--- src/rtl/fifo_pkg.sv ---
// Shared definitions for the FIFO write-side blocks: width helper and arbiter state encoding.
package fifo_pkg;

  // Ceiling log2, never less than 1 so single-entry indices still get a bit.
  function automatic int unsigned clog2(int unsigned n);
    int unsigned r;
    r = 0;
    while ((32'd1 << r) < n) r = r + 1;
    return (r == 0) ? 1 : r;
  endfunction

  localparam logic ST_IDLE  = 1'b0;
  localparam logic ST_GRANT = 1'b1;

  typedef enum logic {
    StIdle  = ST_IDLE,
    StGrant = ST_GRANT
  } arb_state_e;

endpackage

--- src/rtl/fifo_wr_arbiter_if.sv ---
// Requester handshake plus FIFO write-port signals shared by the write arbiter.
interface fifo_wr_arbiter_if #(
  parameter int unsigned WIDTH = 8,
  parameter int unsigned NREQ  = 4
);
  logic [NREQ-1:0]       req_valid;
  logic [NREQ*WIDTH-1:0] req_data;
  logic [NREQ-1:0]       req_last;
  logic [NREQ-1:0]       req_ready;
  logic                  fifo_full;
  logic                  fifo_wr;
  logic [WIDTH-1:0]      fifo_data;

  // Environment side: requesters and the FIFO full flag.
  modport master (
    output req_valid, req_data, req_last, fifo_full,
    input  req_ready, fifo_wr, fifo_data
  );

  // Arbiter side.
  modport slave (
    input  req_valid, req_data, req_last, fifo_full,
    output req_ready, fifo_wr, fifo_data
  );
endinterface

--- src/rtl/rr_pick.sv ---
// Combinational round-robin picker: first set request searching circularly after last_idx_i.
module rr_pick
  import fifo_pkg::*;
#(
  parameter int unsigned NREQ  = 4,
  parameter int unsigned IDX_W = clog2(NREQ)
) (
  input  logic [NREQ-1:0]  req_i,
  input  logic [IDX_W-1:0] last_idx_i,
  output logic [IDX_W-1:0] next_idx_o,
  output logic             any_req_o
);

  int unsigned cand;

  // Walk from farthest to nearest so the nearest set bit wins.
  always_comb begin
    next_idx_o = last_idx_i;
    cand       = 0;
    for (int i = NREQ; i >= 1; i--) begin
      cand = (int'(last_idx_i) + i) % NREQ;
      if (req_i[cand]) next_idx_o = IDX_W'(cand);
    end
  end

  assign any_req_o = |req_i;

endmodule

--- src/rtl/fifo_wr_arbiter.sv ---
// Round-robin arbiter sharing the asynchronous FIFO write port among NREQ burst requesters.
module fifo_wr_arbiter
  import fifo_pkg::*;
#(
  parameter int unsigned WIDTH     = 8,
  parameter int unsigned NREQ      = 4,
  parameter int unsigned BURST_MAX = 4,
  parameter int unsigned CNT_W     = 16
) (
  input  logic                     wrclk,
  input  logic                     rst_n,
  fifo_wr_arbiter_if.slave         bus,
  output logic [clog2(NREQ)-1:0]   grant_idx,
  output logic                     busy,
  output logic [CNT_W-1:0]         wr_count
);

  localparam int unsigned IdxW  = clog2(NREQ);
  localparam int unsigned BeatW = clog2(BURST_MAX + 1);

  arb_state_e       state_q;
  logic [IdxW-1:0]  grant_q;
  logic [BeatW-1:0] beat_cnt_q;
  logic [CNT_W-1:0] count_q;

  logic [IdxW-1:0]  next_idx;
  logic             any_req;
  logic             g_valid;
  logic             g_last;
  logic             beat;
  logic             burst_done;

  rr_pick #(
    .NREQ  (NREQ),
    .IDX_W (IdxW)
  ) u_rr_pick (
    .req_i      (bus.req_valid),
    .last_idx_i (grant_q),
    .next_idx_o (next_idx),
    .any_req_o  (any_req)
  );

  assign g_valid    = bus.req_valid[grant_q];
  assign g_last     = bus.req_last[grant_q];
  assign beat       = (state_q == StGrant) & g_valid & ~bus.fifo_full;
  assign burst_done = (beat_cnt_q == BeatW'(BURST_MAX - 1));

  // Ready is gated by full, so a write can never be issued into a full FIFO.
  always_comb begin
    bus.req_ready = '0;
    bus.fifo_data = '0;
    if (state_q == StGrant) bus.req_ready[grant_q] = ~bus.fifo_full;
    if (beat) bus.fifo_data = bus.req_data[grant_q*WIDTH +: WIDTH];
  end

  assign bus.fifo_wr = beat;

  always_ff @(posedge wrclk or negedge rst_n) begin
    if (!rst_n) begin
      state_q    <= StIdle;
      grant_q    <= IdxW'(NREQ - 1);
      beat_cnt_q <= '0;
      count_q    <= '0;
    end else begin
      case (state_q)
        StIdle: begin
          if (any_req) begin
            grant_q    <= next_idx;
            beat_cnt_q <= '0;
            state_q    <= StGrant;
          end
        end
        StGrant: begin
          if (beat) begin
            count_q    <= count_q + 1'b1;
            beat_cnt_q <= beat_cnt_q + 1'b1;
            if (g_last || burst_done) state_q <= StIdle;
          end else if (!bus.fifo_full && !g_valid) begin
            // Requester walked away from its grant; backpressure alone never releases.
            state_q <= StIdle;
          end
        end
        default: state_q <= StIdle;
      endcase
    end
  end

  assign grant_idx = grant_q;
  assign busy      = (state_q == StGrant);
  assign wr_count  = count_q;

endmodule
--- src/flat_wrapper.sv ---
// flat-port wrapper written by rule: the top's interface ports become plain ports
module fifo_wr_arbiter_flat import fifo_pkg::*;
#(
  parameter int unsigned WIDTH     = 8,
  parameter int unsigned NREQ      = 4,
  parameter int unsigned BURST_MAX = 4,
  parameter int unsigned CNT_W     = 16
)
  (wrclk, rst_n, grant_idx, busy, wr_count, bus_req_valid, bus_req_data, bus_req_last, bus_fifo_full, bus_req_ready, bus_fifo_wr, bus_fifo_data);
  fifo_wr_arbiter_if #(.WIDTH(WIDTH), .NREQ(NREQ)) bus_i ();
  input  logic wrclk;
  input  logic rst_n;
  output logic [clog2(NREQ)-1:0] grant_idx;
  output logic busy;
  output logic [CNT_W-1:0] wr_count;
  input wire logic [$bits(bus_i.req_valid)-1:0] bus_req_valid;
  input wire logic [$bits(bus_i.req_data)-1:0] bus_req_data;
  input wire logic [$bits(bus_i.req_last)-1:0] bus_req_last;
  input wire logic [$bits(bus_i.fifo_full)-1:0] bus_fifo_full;
  output wire logic [$bits(bus_i.req_ready)-1:0] bus_req_ready;
  output wire logic [$bits(bus_i.fifo_wr)-1:0] bus_fifo_wr;
  output wire logic [$bits(bus_i.fifo_data)-1:0] bus_fifo_data;
  assign bus_i.req_valid = bus_req_valid;
  assign bus_i.req_data = bus_req_data;
  assign bus_i.req_last = bus_req_last;
  assign bus_i.fifo_full = bus_fifo_full;
  assign bus_req_ready = bus_i.req_ready;
  assign bus_fifo_wr = bus_i.fifo_wr;
  assign bus_fifo_data = bus_i.fifo_data;
  fifo_wr_arbiter #(.WIDTH(WIDTH), .NREQ(NREQ), .BURST_MAX(BURST_MAX), .CNT_W(CNT_W)) u_core (.wrclk(wrclk), .rst_n(rst_n), .bus(bus_i), .grant_idx(grant_idx), .busy(busy), .wr_count(wr_count));
endmodule
--- config.mk ---
export PLATFORM = sky130hd
export DESIGN_NAME = fifo_wr_arbiter_flat
export DESIGN_NICKNAME = d
export VERILOG_FILES = /design/src/rtl/fifo_pkg.sv /design/src/rtl/fifo_wr_arbiter_if.sv /design/src/rtl/rr_pick.sv /design/src/rtl/fifo_wr_arbiter.sv /design/src/flat_wrapper.sv
export SDC_FILE = /design/constraint.sdc
export NUM_CORES = 1
export LEC_CHECK = 0
export CORE_UTILIZATION = 41
export CTS_CLUSTER_DIAMETER = 150
export DETAILED_ROUTE_END_ITERATION = 8
export GPL_ROUTABILITY_DRIVEN = 0
export GPL_TIMING_DRIVEN = 0
export PLACE_DENSITY = 0.81
export SKIP_CTS_REPAIR_TIMING = 1
export SLEW_MARGIN = 20
export SYNTH_ARGS = -nofsm -noshare
export SYNTH_HDL_FRONTEND = slang
export SYNTH_SLANG_ARGS = --single-unit
--- constraint.sdc ---
create_clock -name wrclk -period 3 [get_ports wrclk]
set_clock_uncertainty 0.15 [all_clocks]
set_input_delay 0.3 -clock wrclk [delete_from_list [all_inputs] [get_ports wrclk]]
set_output_delay 0.3 -clock wrclk [all_outputs]
set_load 0.01 [all_outputs]
; Yosys cells after proc, flatten, opt, wreduce, memory -nomap -nowiden
; Cells that the tools add are included.
[word_totals]
regBits = 22
in_bits = 43
output_inout_bits = 32
word_cells = 63
[classes]
add_sub_neg = 6
order_cmp = 6
eq_ne = 3
shifts = 1
n_mux = 28
n_bitwise = 5
n_reduce_logical = 10
[op_table]
columns = cell, n
row1 = $shiftx 32x6->8, 1
row2 = $add 16x1->16 const B, 1
row3 = $lt 2x3->1 const B, 5
row4 = $bmux 1 s2, 6
row5 = $mux 1, 11
row6 = $mux 2, 4
row7 = $mux 8, 1
row8 = $mux 3, 2
row9 = $pmux 3 s2, 1
row10 = $add 2x1->2 const B, 2
row11 = $add 2x2->2 const B, 2
row12 = $and 4x4->4, 1
row13 = $mux 4, 1
row14 = $reduce_and 2->1, 2
row15 = $reduce_bool 4->1, 1
row16 = $reduce_or 4->1, 1
row17 = $add 3x1->3 const B, 1
row18 = $eq 3x2->1 const B, 1
row19 = $reduce_and 3->1, 1
row20 = $and 1x1->1, 2
row21 = $demux 1 s2, 1
row22 = $ge 2x1->1 const B, 1
row23 = $logic_and 1x1->1, 2
row24 = $logic_not 1->1, 2
row25 = 5 further kinds, 6

; Depth between registers and ports, before layout
[logic_depth]
depth_word = 7
depth_mapped = 7
ltp_nobuf = 6

; Cells and area by module
; From an unflattened synthesis, not the netlist that was laid out.
[hier_totals]
hier_cells = 139
area_unflattened_um2 = 1458.9
[by_module_without_submodules]
columns = module, n_inst, cells_per_inst, area_each_um2, seq_area_each_um2
row1 = fifo_wr_arbiter, 1, 125, 1386.3, 553.0
row2 = rr_pick, 1, 14, 72.6, 0.0

; Worst setup path after synthesis
; No wires, ideal clock.
[synth_timing]
kind = reg-to-reg
startpoint = register u_core.grant_q[0] (netlist: u_core.grant_idx[0])
endpoint = register u_core.grant_q[1] (netlist: u_core.grant_idx[1])
setup_time_ns = 0.061
t_arrival_ns = 1.982
t_required_ns = 2.789
slack_ns = 0.807
path_stages_with_launch = 7
n_path_buf = 1
synth_period_minus_slack_ns = 2.193
cell_sequence = dfstp_2 > clkbuf_1 > inv_1 > ha_1 > or4_1 > o211ai_1 > mux2_2
[synth_between]
elab_chain_len = 6
word_cells_on_any_way = 18
classes_between = add/sub (4) / mux (12) / reduce/logical (2)
[synth_rtl]
columns = item, line_no
row1 = "start, declared", fifo_wr_arbiter.sv:22  ; logic [IdxW-1:0] grant_q;
row2 = "start signal, assigned", fifo_wr_arbiter.sv:61  ; grant_q <= IdxW'(NREQ - 1);
row3 = "start signal, assigned", fifo_wr_arbiter.sv:68  ; grant_q <= next_idx;
row4 = $add 2x2->2, rr_pick.sv:21  ; cand = (int'(last_idx_i) + i) % NREQ;
row5 = $bmux 1 s2, rr_pick.sv:22  ; if (req_i[cand]) next_idx_o = IDX_W'(cand);
row6 = $mux 1 (not written as such), rr_pick.sv:22
row7 = $mux 2 (3 in a row), rr_pick.sv:22
; Parallel ways exist; a longest one is shown, timed or not. The select of a mux whose other input is x is not followed.
; A chain may end at the register's enable or synchronous reset.

; Worst setup path in the final report
[layout_timing]
startpoint = register u_core.grant_q[0] (netlist: u_core.grant_idx[0])
endpoint = output port bus_fifo_data[2]
[layout_between]
elab_chain_len = 5
word_cells_on_any_way = 6
classes_between = shift (1) / mux (3) / bitwise (2)
[layout_rtl]
columns = item, line_no
row1 = "parallel branches: the longest is 4 deep, another holds $shiftx 32x6->8", n/a
row2 = $mux 8 (*), fifo_wr_arbiter.sv:53  ; if (beat) bus.fifo_data = bus.req_data[grant_q*WIDTH +: WIDTH];
row3 = "end, declared", flat_wrapper.sv:22  ; output wire logic [$bits(bus_i.fifo_data)-1:0] bus_fifo_data;
; Every way passes the cells marked *. The select of a mux whose other input is x is not followed.

==> summary.txt <==
Run status
  – Status: finished, final reports clean

GRT
  – First-pass GRT wire length: 7100 um
  – GRT overflow: 0
  – Vias in the first global route: 1484
  – Total track usage: 22.5%
  – Pin count of the biggest net entering global routing: 23
  – Antenna violations before repair: 0

Critical path
  – CP bufs+invs: 2
  – CP arrival: 2.42 ns
  – Worst Path Required: 2.55 ns
  – WS Path Type: flop to output port
  – Setup crit start kind: flop
  – CP max FO: 10
  – Crit path capture type: output port
  – CP max stage delay: 0.59 ns
  – FF-to-FF Start: u_core.grant_idx[0]$_DFFE_PN1P_
  – FF-to-FF End: u_core.grant_idx[1]$_DFFE_PN1P_
  – Reg-to-reg slack, setup: 0.60 ns
  – FF-to-FF path depth: 6
  – CP max-delay cell: dfstp_2
  – Worst-path cell chain: buf_2, mux4_2, and3_2, clkdlybuf4s50_1
  – Top delay family on crit path: buffers and inverters

CTS
  – Clk sinks: 22
  – Clock Latency Late Sink: 0.27 ns
  – Clk slew on worst S/H paths: 0.08 ns
  – CTS tree: built
  – Clock Root Buffer: clkbuf_8
  – Htree depth: 1
  – Total CTS buffers: 3
  – CTS Buffer Depth: 2

Detailed routing
  – Drt wl/cell: 15.4 um
  – WL final: 4150 um
  – DRT iter0 DRCs: 53
  – Via Count: 1463
  – Via/cell ratio: 5.42
  – Residual DRC: 0
  – Drt pass-1 iters: 4
  – Remaining antenna violation count: 0

Finish
  – Layout net count: 275
  – Most common cell after layout, fill and taps aside: clkdlybuf4s50_1
  – Commonest cells after routing, fill and taps aside: clkdlybuf4s50_1, dfrtp_1, nand2_1, xnor2_1, mux4_2
  – Area growth syn-to-layout: 56.4%
  – Finished Cell Area: 2400 um2
  – Inserted Diodes: 0
  – # fillers: 256
  – Layout cells sized above 1: 15.2%

Synth
  – #FFs+latches synth: 22
  – Synthesized cell area: 1540 um2
  – Post-synthesis sequential area ratio: 36.0%
  – Cells after synthesis: 146
  – Avg Inst Size Synth: 10.5 um2
  – Synthesized Nets: 196
  – Unique masters post-synth: 41
  – YS warnings: 0

Timing
  – Final worst path period share: 95.7%
  – Final setup fails: 0
  – Worst-margin pin slew: 0.469 ns
  – Fin. max-slew vios: 0
  – Max transition margin: 68.5%
  – Unrepaired setup endpoints after global routing: no
  – Hold Vio Cnt, Final: 0
  – Fmax: 0.348 GHz
  – Minimum clock period: 2.87 ns
  – Final setup margin: 0.128 ns
  – Hold_ws: 0.298 ns

Hold path
  – Hold Crit Depth: 4
  – Hold EP: u_core.grant_idx[0]$_DFFE_PN1P_
  – Worst Hold Launch: bus_req_valid[3]
  – Worst Hold Class: input pin to flop

Placement
  – Placed Area: 2320 um2
  – Buffers on Ports: 73
  – Worst slack, placed: 0.205 ns
  – Hpwl dp: 3260 um

Floorplan
  – Initial core utilization: 44.3%
  – I/O pin cnt: 75
  – Core ar.: 3470 um2
  – Die ar.: 4000 um2
  – Row count: 21
  – Die Ht: 63.2 um
  – Die X: 63.2 um

Flow run
  – Max-cap violations: 0

Power
  – Pwr/cell area: 694 nW/um2
  – Leak pwr: 0.979 nW
  – Max IR drop VDD: 0.463 mV
-- cell usage after synthesis --
cell type | instances | area [um2]
dfrtp_1 | 20 | 500
nand2_1 | 15 | 56.3
xnor2_1 | 15 | 131
mux4_2 | 9 | 203
and3_2 | 8 | 60.1
nand3_1 | 8 | 40.0
ha_1 | 7 | 87.6
nand4_1 | 6 | 37.5
and2_1 | 5 | 31.3
inv_1 | 5 | 18.8
and3_1 | 4 | 25.0
clkbuf_1 | 3 | 11.3
nor2_1 | 3 | 11.3
o21ai_0 | 3 | 15.0
buf_2 | 2 | 10.0
buf_6 | 2 | 22.5
dfstp_2 | 2 | 52.6
mux2_2 | 2 | 22.5
mux2i_1 | 2 | 20.0
nand2b_1 | 2 | 12.5
nor2b_1 | 2 | 12.5
nor3_1 | 2 | 10.0
a2111o_1 | 1 | 11.3
a211o_1 | 1 | 8.76
a211oi_1 | 1 | 7.51
a21o_1 | 1 | 7.51
a21oi_1 | 1 | 5.00
a311oi_1 | 1 | 8.76
a31o_2 | 1 | 8.76
and2_0 | 1 | 6.26
and3_4 | 1 | 11.3
buf_1 | 1 | 3.75
inv_2 | 1 | 3.75
nor3b_1 | 1 | 7.51
nor4_1 | 1 | 6.26
o2111ai_1 | 1 | 8.76
o211ai_1 | 1 | 7.51
o221ai_1 | 1 | 8.76
o31ai_1 | 1 | 7.51
o32ai_1 | 1 | 8.76
or4_1 | 1 | 7.51
-- area by class of cell --
| type | count | area [um2] | area share [%] |
|---|---|---|---|
| Buffer | 8 | 48.8 | 2.03 |
| Tap cell | 46 | 57.6 | 2.40 |
| Timing Repair Buffer | 74 | 736 | 30.6 |
| Inverter | 6 | 22.5 | 0.938 |
| Sequential cell | 22 | 553 | 23.0 |
| Clock inverter | 1 | 30.0 | 1.25 |
| Multi-Input combinational cell | 110 | 913 | 38.0 |
| Clock buffer | 3 | 41.3 | 1.72 |
-- state kept, by name, summed over array words and instances (netlist names) --
signal and cells:
u_core.wr_count 16, u_core.beat_cnt_q 3, u_core.grant_idx 2, u_core.busy 1
-- worst max-delay path by stage --
stage / slack [ns] / startpoint / cells past startpoint / end
4_1_cts: -0.04 / u_core.grant_idx[1]$_DFFE_PN1P_ / 5 / bus_fifo_data[2]
5_1_grt: 0.03 / u_core.grant_idx[0]$_DFFE_PN1P_ / 4 / bus_fifo_data[2]
6_report: 0.13 / u_core.grant_idx[0]$_DFFE_PN1P_ / 4 / bus_fifo_data[2]
3_5_place_dp: 0.20 / bus_req_valid[1] / 5 / bus_fifo_wr
3_3_place_gp: 0.24 / bus_req_valid[1] / 5 / bus_fifo_wr
2_1_floorplan: 0.81 / u_core.grant_idx[0]$_DFFE_PN1P_ / 6 / u_core.grant_idx[1]$_DFFE_PN1P_
-- stage by stage --
stage                     utilization (%)  setup TNS, ns  std cells  power (W)
after floorplan                         -              0        146    0.00102
after global placement               67.0              0        265    0.00136
after detailed placement             67.0              0        265    0.00140
after CTS                            69.1         -0.116        269    0.00168
after global routing                 69.3              0        270    0.00178
final                                69.3              0        270    0.00167
-- worst min-delay path: stages --
cell and delay, ns:
buf_6 0.11, nor2_1 0.12, a2111o_1 0.11, o21ai_0 0.07
-- per-layer routing --
metal	GRT usage, %	vias to the layer above	routed length (um)
li1	-	690	-
met1	26.3	695	1690
met2	39.5	71	2080
met3	5.43	7	297
met4	8.81	0	80
met5	0	-	0
-- kinds of logic after synthesis --
kind of cell,share of synthesized area (%)
buffers and inverters,4.56
DFF,36.0
and+or+nand+nor,21.8
adders and majority gates,5.70
muxes,16.0
xor gates and xnor gates,8.55
AOI/OAI and AO/OA,7.41
-- report_power, final --
group	total, W	internal [W]	switching (W)
Combinational	0.000934	0.000513	0.000421
Clock	0.000277	0.000178	0.0000989
Sequential	0.000456	0.000375	0.0000808
Total	0.00167	0.00107	0.000601
(Power assumes the default switching activity.)
